[src/rtl/fpu_ieee_operand_stage_if.sv]
// Handshake bundle between the IEEE operand source, the operand stage and the FPU adder.
// Both the input pair and the converted native pair travel with valid/ready.
interface fpu_ieee_operand_stage_if;
    logic        in_valid;
    logic        in_ready;
    logic [31:0] ieee_a;
    logic [31:0] ieee_b;
    logic        out_valid;
    logic        out_ready;
    logic [31:0] op_a;
    logic [31:0] op_b;
    logic [5:0]  flags;

    modport master (
        output in_valid, ieee_a, ieee_b, out_ready,
        input  in_ready, out_valid, op_a, op_b, flags
    );

    modport slave (
        input  in_valid, ieee_a, ieee_b, out_ready,
        output in_ready, out_valid, op_a, op_b, flags
    );
endinterface

[src/rtl/fpu_ieee_operand_stage.sv]
// Two-stage pipeline converting IEEE-754 single operand pairs into the FPU native word
// {sign, exp (bias BIAS), mantissa with hidden 1}, with per-pair flags, sticky flags and a delivery counter.
module fpu_ieee_operand_stage #(
    parameter int EXP_W  = 6,
    parameter int MANT_W = 25,
    parameter int BIAS   = 31,
    parameter int CNT_W  = 16
) (
    input  logic                       clock,
    input  logic                       reset,
    fpu_ieee_operand_stage_if.slave    bus,
    input  logic                       clear,
    output logic [2:0]                 sticky,
    output logic [CNT_W-1:0]           conv_count
);

    localparam int EXP_MAX = (1 << EXP_W) - 1;

    typedef struct packed {
        logic [31:0] word;
        logic        nan;
        logic        ovf;
        logic        unf;
    } conv_t;

    // Native exponent 0 is reserved for zero, so anything mapping below 1 flushes to signed zero.
    function automatic conv_t convert(input logic [31:0] x);
        conv_t       r;
        logic        sign;
        logic [7:0]  e8;
        logic [22:0] m23;
        int          native_exp;
        sign       = x[31];
        e8         = x[30:23];
        m23        = x[22:0];
        native_exp = int'(e8) - 127 + BIAS;
        r.word     = {sign, 31'b0};
        r.nan      = 1'b0;
        r.ovf      = 1'b0;
        r.unf      = 1'b0;
        if (e8 == 8'hFF) begin
            r.word = {sign, {EXP_W{1'b1}}, {MANT_W{1'b1}}};
            r.nan  = (m23 != '0);
            r.ovf  = (m23 == '0);
        end else if (e8 == 8'h00) begin
            r.unf  = (m23 != '0);
        end else if (native_exp > EXP_MAX) begin
            r.word = {sign, {EXP_W{1'b1}}, {MANT_W{1'b1}}};
            r.ovf  = 1'b1;
        end else if (native_exp < 1) begin
            r.unf  = 1'b1;
        end else begin
            r.word = {sign, native_exp[EXP_W-1:0], m23, {(MANT_W-23){1'b0}}};
        end
        return r;
    endfunction

    logic                 s1_valid_q, s1_valid_d;
    logic [31:0]          s1_a_q, s1_a_d;
    logic [31:0]          s1_b_q, s1_b_d;
    logic                 s2_valid_q, s2_valid_d;
    logic [31:0]          op_a_q, op_a_d;
    logic [31:0]          op_b_q, op_b_d;
    logic [5:0]           flags_q, flags_d;
    logic [2:0]           sticky_q, sticky_d;
    logic [CNT_W-1:0]     count_q, count_d;

    logic  adv1, adv2, deliver;
    conv_t conv_a, conv_b;

    assign adv2    = !s2_valid_q || bus.out_ready;
    assign adv1    = !s1_valid_q || adv2;
    assign deliver = s2_valid_q && bus.out_ready;
    assign conv_a  = convert(s1_a_q);
    assign conv_b  = convert(s1_b_q);

    always_comb begin
        s1_valid_d = s1_valid_q;
        s1_a_d     = s1_a_q;
        s1_b_d     = s1_b_q;
        if (adv1) begin
            s1_valid_d = bus.in_valid;
            if (bus.in_valid) begin
                s1_a_d = bus.ieee_a;
                s1_b_d = bus.ieee_b;
            end
        end
    end

    // Output registers only load on a real advance so a stalled word stays stable until consumed.
    always_comb begin
        s2_valid_d = s2_valid_q;
        op_a_d     = op_a_q;
        op_b_d     = op_b_q;
        flags_d    = flags_q;
        if (adv2) begin
            s2_valid_d = s1_valid_q;
            if (s1_valid_q) begin
                op_a_d  = conv_a.word;
                op_b_d  = conv_b.word;
                flags_d = {conv_a.nan, conv_a.ovf, conv_a.unf,
                           conv_b.nan, conv_b.ovf, conv_b.unf};
            end
        end
    end

    // A same-cycle clear wins and swallows the delivery it coincides with.
    always_comb begin
        sticky_d = sticky_q;
        count_d  = count_q;
        if (clear) begin
            sticky_d = '0;
            count_d  = '0;
        end else if (deliver) begin
            sticky_d = sticky_q | {flags_q[5] | flags_q[2],
                                   flags_q[4] | flags_q[1],
                                   flags_q[3] | flags_q[0]};
            count_d  = count_q + CNT_W'(1);
        end
    end

    always_ff @(posedge clock or posedge reset) begin
        if (reset) begin
            s1_valid_q <= 1'b0;
            s1_a_q     <= '0;
            s1_b_q     <= '0;
            s2_valid_q <= 1'b0;
            op_a_q     <= '0;
            op_b_q     <= '0;
            flags_q    <= '0;
            sticky_q   <= '0;
            count_q    <= '0;
        end else begin
            s1_valid_q <= s1_valid_d;
            s1_a_q     <= s1_a_d;
            s1_b_q     <= s1_b_d;
            s2_valid_q <= s2_valid_d;
            op_a_q     <= op_a_d;
            op_b_q     <= op_b_d;
            flags_q    <= flags_d;
            sticky_q   <= sticky_d;
            count_q    <= count_d;
        end
    end

    assign bus.in_ready  = adv1;
    assign bus.out_valid = s2_valid_q;
    assign bus.op_a      = op_a_q;
    assign bus.op_b      = op_b_q;
    assign bus.flags     = flags_q;
    assign sticky        = sticky_q;
    assign conv_count    = count_q;

endmodule

[src/flat_wrapper.sv]
// flat-port wrapper written by rule: the top's interface ports become plain ports
module fpu_ieee_operand_stage_flat 
#(
    parameter int EXP_W  = 6,
    parameter int MANT_W = 25,
    parameter int BIAS   = 31,
    parameter int CNT_W  = 16
)
  (clock, reset, clear, sticky, conv_count, bus_in_valid, bus_ieee_a, bus_ieee_b, bus_out_ready, bus_in_ready, bus_out_valid, bus_op_a, bus_op_b, bus_flags);
  fpu_ieee_operand_stage_if bus_i ();
  input  logic clock;
  input  logic reset;
  input  logic clear;
  output logic [2:0] sticky;
  output logic [CNT_W-1:0] conv_count;
  input wire logic [$bits(bus_i.in_valid)-1:0] bus_in_valid;
  input wire logic [$bits(bus_i.ieee_a)-1:0] bus_ieee_a;
  input wire logic [$bits(bus_i.ieee_b)-1:0] bus_ieee_b;
  input wire logic [$bits(bus_i.out_ready)-1:0] bus_out_ready;
  output wire logic [$bits(bus_i.in_ready)-1:0] bus_in_ready;
  output wire logic [$bits(bus_i.out_valid)-1:0] bus_out_valid;
  output wire logic [$bits(bus_i.op_a)-1:0] bus_op_a;
  output wire logic [$bits(bus_i.op_b)-1:0] bus_op_b;
  output wire logic [$bits(bus_i.flags)-1:0] bus_flags;
  assign bus_i.in_valid = bus_in_valid;
  assign bus_i.ieee_a = bus_ieee_a;
  assign bus_i.ieee_b = bus_ieee_b;
  assign bus_i.out_ready = bus_out_ready;
  assign bus_in_ready = bus_i.in_ready;
  assign bus_out_valid = bus_i.out_valid;
  assign bus_op_a = bus_i.op_a;
  assign bus_op_b = bus_i.op_b;
  assign bus_flags = bus_i.flags;
  fpu_ieee_operand_stage #(.EXP_W(EXP_W), .MANT_W(MANT_W), .BIAS(BIAS), .CNT_W(CNT_W)) u_core (.clock(clock), .reset(reset), .bus(bus_i), .clear(clear), .sticky(sticky), .conv_count(conv_count));
endmodule
[config.mk]
export PLATFORM = sky130hd
export DESIGN_NAME = fpu_ieee_operand_stage_flat
export DESIGN_NICKNAME = d
export VERILOG_FILES = /design/src/rtl/fpu_ieee_operand_stage_if.sv /design/src/rtl/fpu_ieee_operand_stage.sv /design/src/flat_wrapper.sv
export SDC_FILE = /design/constraint.sdc
export NUM_CORES = 1
export LEC_CHECK = 0
export BUFFER_PORTS_ARGS = -buffer_cell sky130_fd_sc_hd__buf_2
export CAP_MARGIN = 20
export CORE_UTILIZATION = 53
export DETAILED_ROUTE_END_ITERATION = 6
export PLACE_DENSITY = 0.78
export RECOVER_POWER = 25
export REMOVE_ABC_BUFFERS = 1
export SETUP_SLACK_MARGIN = 0.2
export SYNTH_ARGS = -nofsm -noshare
export SYNTH_HDL_FRONTEND = slang
export SYNTH_SLANG_ARGS = --single-unit
export TNS_END_PERCENT = 10
[constraint.sdc]
create_clock -name clock -period 7.8 [get_ports clock]
set_clock_uncertainty 0.1 [all_clocks]
set_input_delay 2.34 -clock clock [delete_from_list [all_inputs] [get_ports clock]]
set_output_delay 2.34 -clock clock [all_outputs]
set_load 0.02 [all_outputs]
Word level (Yosys, flattened, before mapping). Index checks and enable logic that the tools add are counted.

Add/sub/neg operators: 5. Muxes and demuxes: 28. $lt $le $gt $ge: 4. Bitwise gates (word level): 4. Reduce and logical (&&, ||, !) cells: 14. Equal/unequal tests: 2.

Operator list (number): $mux W31 (8); $add A32 B6 Y32 const B (2); $gt A32 B7 Y1 const B (2); $lt A32 B2 Y1 const B (2); $logic_not A23 Y1 (2); $reduce_bool A23 Y1 (2); $mux W16 (2); $sub A8 B7 Y9 const B (2); $add A16 B1 Y16 const B (1); $eq A8 B8 Y1 const B (2); $logic_not A8 Y1 (2); $mux W1 (16); $mux W3 (2); $reduce_and A2 Y1 (2); $or A1 B1 Y1 (3); $or A3 B3 Y3 (1); $logic_not A1 Y1 (2); $logic_or A1 B1 Y1 (2); $reduce_bool A2 Y1 (1); $logic_and A1 B1 Y1 (1).

Logic and storage cells: 66. Output and inout port bits: 91. Bits of input ports: 69. Register bits after elaboration: 155.

Longest topological paths before layout.
Word-level depth: 7. Depth in mapped cells: 16. Gate-level depth less buffers: 13.

Worst setup path before layout. Ideal clock, no wire load.

Kind: input -> output. Start point: input port bus_out_ready. End point: output port bus_in_ready. Data required time: 5360 ps. Path buffers: 0. Slack: 2737 ps. Arrival time: 2623 ps. Stages on the path: 1. Cells stage by stage: nand3b_1.

Longest elaborated chain between the ends: 2.

RTL lines: start, declared (RTL line flat_wrapper.sv:19) `input wire logic [$bits(bus_i.out_ready)-1:0] bus_out_ready;`; $logic_or A1 B1 Y1 (RTL line fpu_ieee_operand_stage.sv:71) `assign adv2 = !s2_valid_q || bus.out_ready;`; $logic_or A1 B1 Y1 (RTL line fpu_ieee_operand_stage.sv:72) `assign adv1 = !s1_valid_q || adv2;`; end, declared (RTL line flat_wrapper.sv:20) `output wire logic [$bits(bus_i.in_ready)-1:0] bus_in_ready;`.

Every way passes these cells.

==> impl_results.md <==
* Die Y at 122 um
* Tmin final at 5.64 ns
* Remaining Overflow, GRT at 0
* Family with the most delay on the worst path: buffers and inverters
* Slew Viols, Final at 107
* Setup crit start: reset
* Slew headroom at -1.55
* Flops & latches, synth at roughly 150
* Flop pwr share at 0.409
* Synthesized area per cell at 10.1 um2
* R2r endpoint: u_core.bus.op_b[1]
* Crit path to: u_core.s1_a_q[29]
* CP Cell Sequence: buf_2, inv_1, buf_4
* CTS Root Cell: clkbuf_16
* Placer Congestion at 0.878
* Cell Int Power at 1.69 mW
* Peak VDD IR at between 0.00015 and 0.0002 V
* Buf/Inv on CP at 3
* Post-DRT Antenna Nets at 0
* Fin crit share at 0.724
* Yosys warning total at 0
* DRT iter0 DRCs at 415
* Total Wirelength at 17800 um
* Met3 WL post-DR at 998 um
* Seq/Total Area, Yosys at 0.502
* TritonCTS clock tree: yes
* Arrival time at the worst endpoint at 6.04 ns
* HP Start: u_core.s1_a_q[31]
* Crit start category: input pin
* Synth top area cells: dfrtp_1, mux2_2, a21oi_1
* Area share of the largest cell type after synthesis at 0.502
* Main synth FF type: dfrtp_1
* Layout cells sized above 1 at 0.313
* Fmax at about 180 MHz
* Worst-Skew Late Latency at 0.42 ns
* RSZ-0062 raised after global routing: false
* Area grow syn2layout at 18.9%
* Gr usage total at 0.247
* Fin Setup TNS at 0 ns
* Slack of the worst reg-to-reg path at 3.34 ns
* WP data required at 8.19 ns
* CTS Buffer Depth at 2
* Switching share of power at 0.345
* DRC at 0
* R2r startpoint: u_core.s1_b_q[23]
* Initial core utilization at 0.547
* Post-Place Setup Slack at 2.52 ns
* Vias/cell at roughly 5.6
* Vias in the first global route at 5742
* HPWL Detailed at about 12000 um
* DR top layer: met4
* # rows at 43
* Clk slew on worst S/H paths at approximately 0.060 ns
* WL met1 at 8000 um
* Overall power at 2.59 mW
* Slowest CP cell: inv_1
* WS Path Type: input pin to async pin
* Die width at 122 um
* P_sw at approximately 0.9 mW
* Largest stage delay, worst path at 2.65 ns
* CP Capture Type: async pin
* Port Buf Inserts at 159
* WL/cell at 16.5 um
* Core area at 13900 um2
* Status: finished, violations left
* Detail Route met2 WL at 8470 um
* Failing checks: capacitance limit, slew limit
* Die ar. at 14900 um2
* TritonCTS buffer count at 17
* Worst path depth at 3
* Detailed-route via count at around 6100
* CTS H-Tree Depth at 4
* LEAKAGE at 3.93 nW
* Ys async rst share at 1.00
* Combinational share of power at 0.267
* R2R cell count at 12
* Global-route wire length before repair at 28600 um
* Initial antenna violation count at 1
* Worst hold-check path type: flop to flop
* Crit-path max FO at approximately 110
* CTS resizes at 0
* # Post-CTS Setup Buffers at 0
* Number of max-cap violations at 1
* Initial DRT Pass Iterations at 5
* I/O Pins at 160
* Final Hold Viols at 0
* Nets at roughly 980
* EDFF count, synth at 0
* Cell variety after synth at 57
* Largest net degree at the start of global routing at 107
* Largest area contributor in the netlist: dfrtp_1
* Final worst setup slack at 2.16 ns
* Clock network fraction of total power at 0.324
* Hold Buf Count CTS at 0
* Most frequent cells in the layout: buf_2, dfrtp_1, a21oi_1
* Least-Margin Pin Slew at 3.82 ns
* # setup viols final at 0
* Gate Count Post-Synth at 752
* Clock sink total at between 150 and 200
* Pwr/cell area at about 290 nW/um2
* Cell Area, Synth at 7620 um2
* Commonest non-fill, non-tap cell in the layout: buf_2
-- cells by family (layout without fill, tap and decap cells) --
kind of cell,after synthesis,in the layout,synth area share
AO/OA/AOI/OAI,154,154,0.123
other,0,1,0
adder cells (fa/ha/maj),21,21,0.0345
flip-flops,153,153,0.502
XOR/XNOR,27,27,0.0310
multiplexers,65,65,0.0959
buffers and inverters,60,210,0.0407
AND/OR/NAND/NOR,272,272,0.173
-- synthesized netlist by cell type (all sizes together), types with 8 or more instances --
| master | count |
|---|---|
| dfrtp | 153 |
| a21oi | 103 |
| nor2 | 93 |
| nand2 | 73 |
| mux2 | 64 |
| buf | 28 |
| ha | 21 |
| clkbuf | 20 |
| xor2 | 19 |
| o21ai | 18 |
| nand4 | 15 |
| nand3 | 13 |
| nor4 | 13 |
| inv | 12 |
| nor3 | 11 |
| or3 | 9 |
| xnor2 | 8 |
-- final cells by class --
| cell class | instances | area, um2 |
|---|---|---|
| Multi-Input combinational cell | 539 | 3490 |
| Clock inverter | 14 | 160 |
| Antenna cell | 1 | 2.50 |
| Sequential cell | 153 | 3830 |
| Inverter | 12 | 45.0 |
| Tap cell | 180 | 225 |
| Clock buffer | 18 | 439 |
| Timing Repair Buffer | 166 | 875 |
| Fill cell | 1134 | 4870 |
-- through the flow --
| stage | cell area (um2) | util | hold slack, ns | std cells |
|---|---|---|---|---|
| floorplan | 7360 | - | 0.333 | 704 |
| global placement | 8430 | 0.605 | 0.346 | 1048 |
| detailed placement | 8430 | 0.605 | 0.350 | 1048 |
| CTS | 9030 | 0.648 | 0.365 | 1080 |
| global route | 9070 | 0.651 | 0.421 | 1083 |
| finish | 9070 | 0.651 | 0.361 | 1083 |
-- power by group through the flow --
| stage | Clock, mW | Combinational (mW) | Sequential (mW) |
|---|---|---|---|
| 2_1_floorplan | 0 | 0.351 | 1.16 |
| 3_3_place_gp | 0 | 0.666 | 1.06 |
| 3_5_place_dp | 0 | 0.679 | 1.07 |
| 4_1_cts | 0.851 | 0.683 | 1.06 |
| 5_1_grt | 0.888 | 0.759 | 1.08 |
| 6_report | 0.838 | 0.689 | 1.06 |
-- sequential cells by signal, indices dropped and copies added, names as in the netlist --
| name | count |
|---|---|
| u_core.bus.flags | 6 |
| u_core.bus.op_a | 31 |
| u_core.bus.op_b | 31 |
| u_core.bus.out_valid | 1 |
| u_core.conv_count | 16 |
| u_core.s1_a_q | 32 |
| u_core.s1_b_q | 32 |
| u_core.s1_valid_q | 1 |
| u_core.sticky | 3 |
-- worst min-delay path by stage --
stage | to | slack [ns] | cells past startpoint
2_1_floorplan | u_core.bus.op_a[31] | 0.33 | 2
3_3_place_gp | u_core.bus.op_a[31] | 0.35 | 2
3_5_place_dp | u_core.bus.op_a[31] | 0.35 | 2
4_1_cts | u_core.bus.op_a[31] | 0.37 | 2
5_1_grt | u_core.bus.op_a[31] | 0.42 | 2
6_report | u_core.bus.op_a[31] | 0.36 | 2
-- layer usage --
layer  vias to the layer above  global-route usage
li1                       2935                   -
met1                      2953               0.340
met2                       202               0.393
met3                        22              0.0417
met4                         0              0.0895
met5                         -                   0
-- worst reg2reg max path, cell delays in order, from the launching register on --
cell      delay (ns)
dfrtp_1         0.54
ha_1            0.63
nand4b_1        0.16
nor3_1          0.23
or3_1           0.32
nand3b_1        0.16
ha_1            0.30
nor4b_1         0.29
nand4_1         0.12
a211oi_1        0.20
nand4_1         0.28
a21oi_4         0.79
o21ai_0         0.19
No activity file was read; power rests on OpenSTA's default activity.
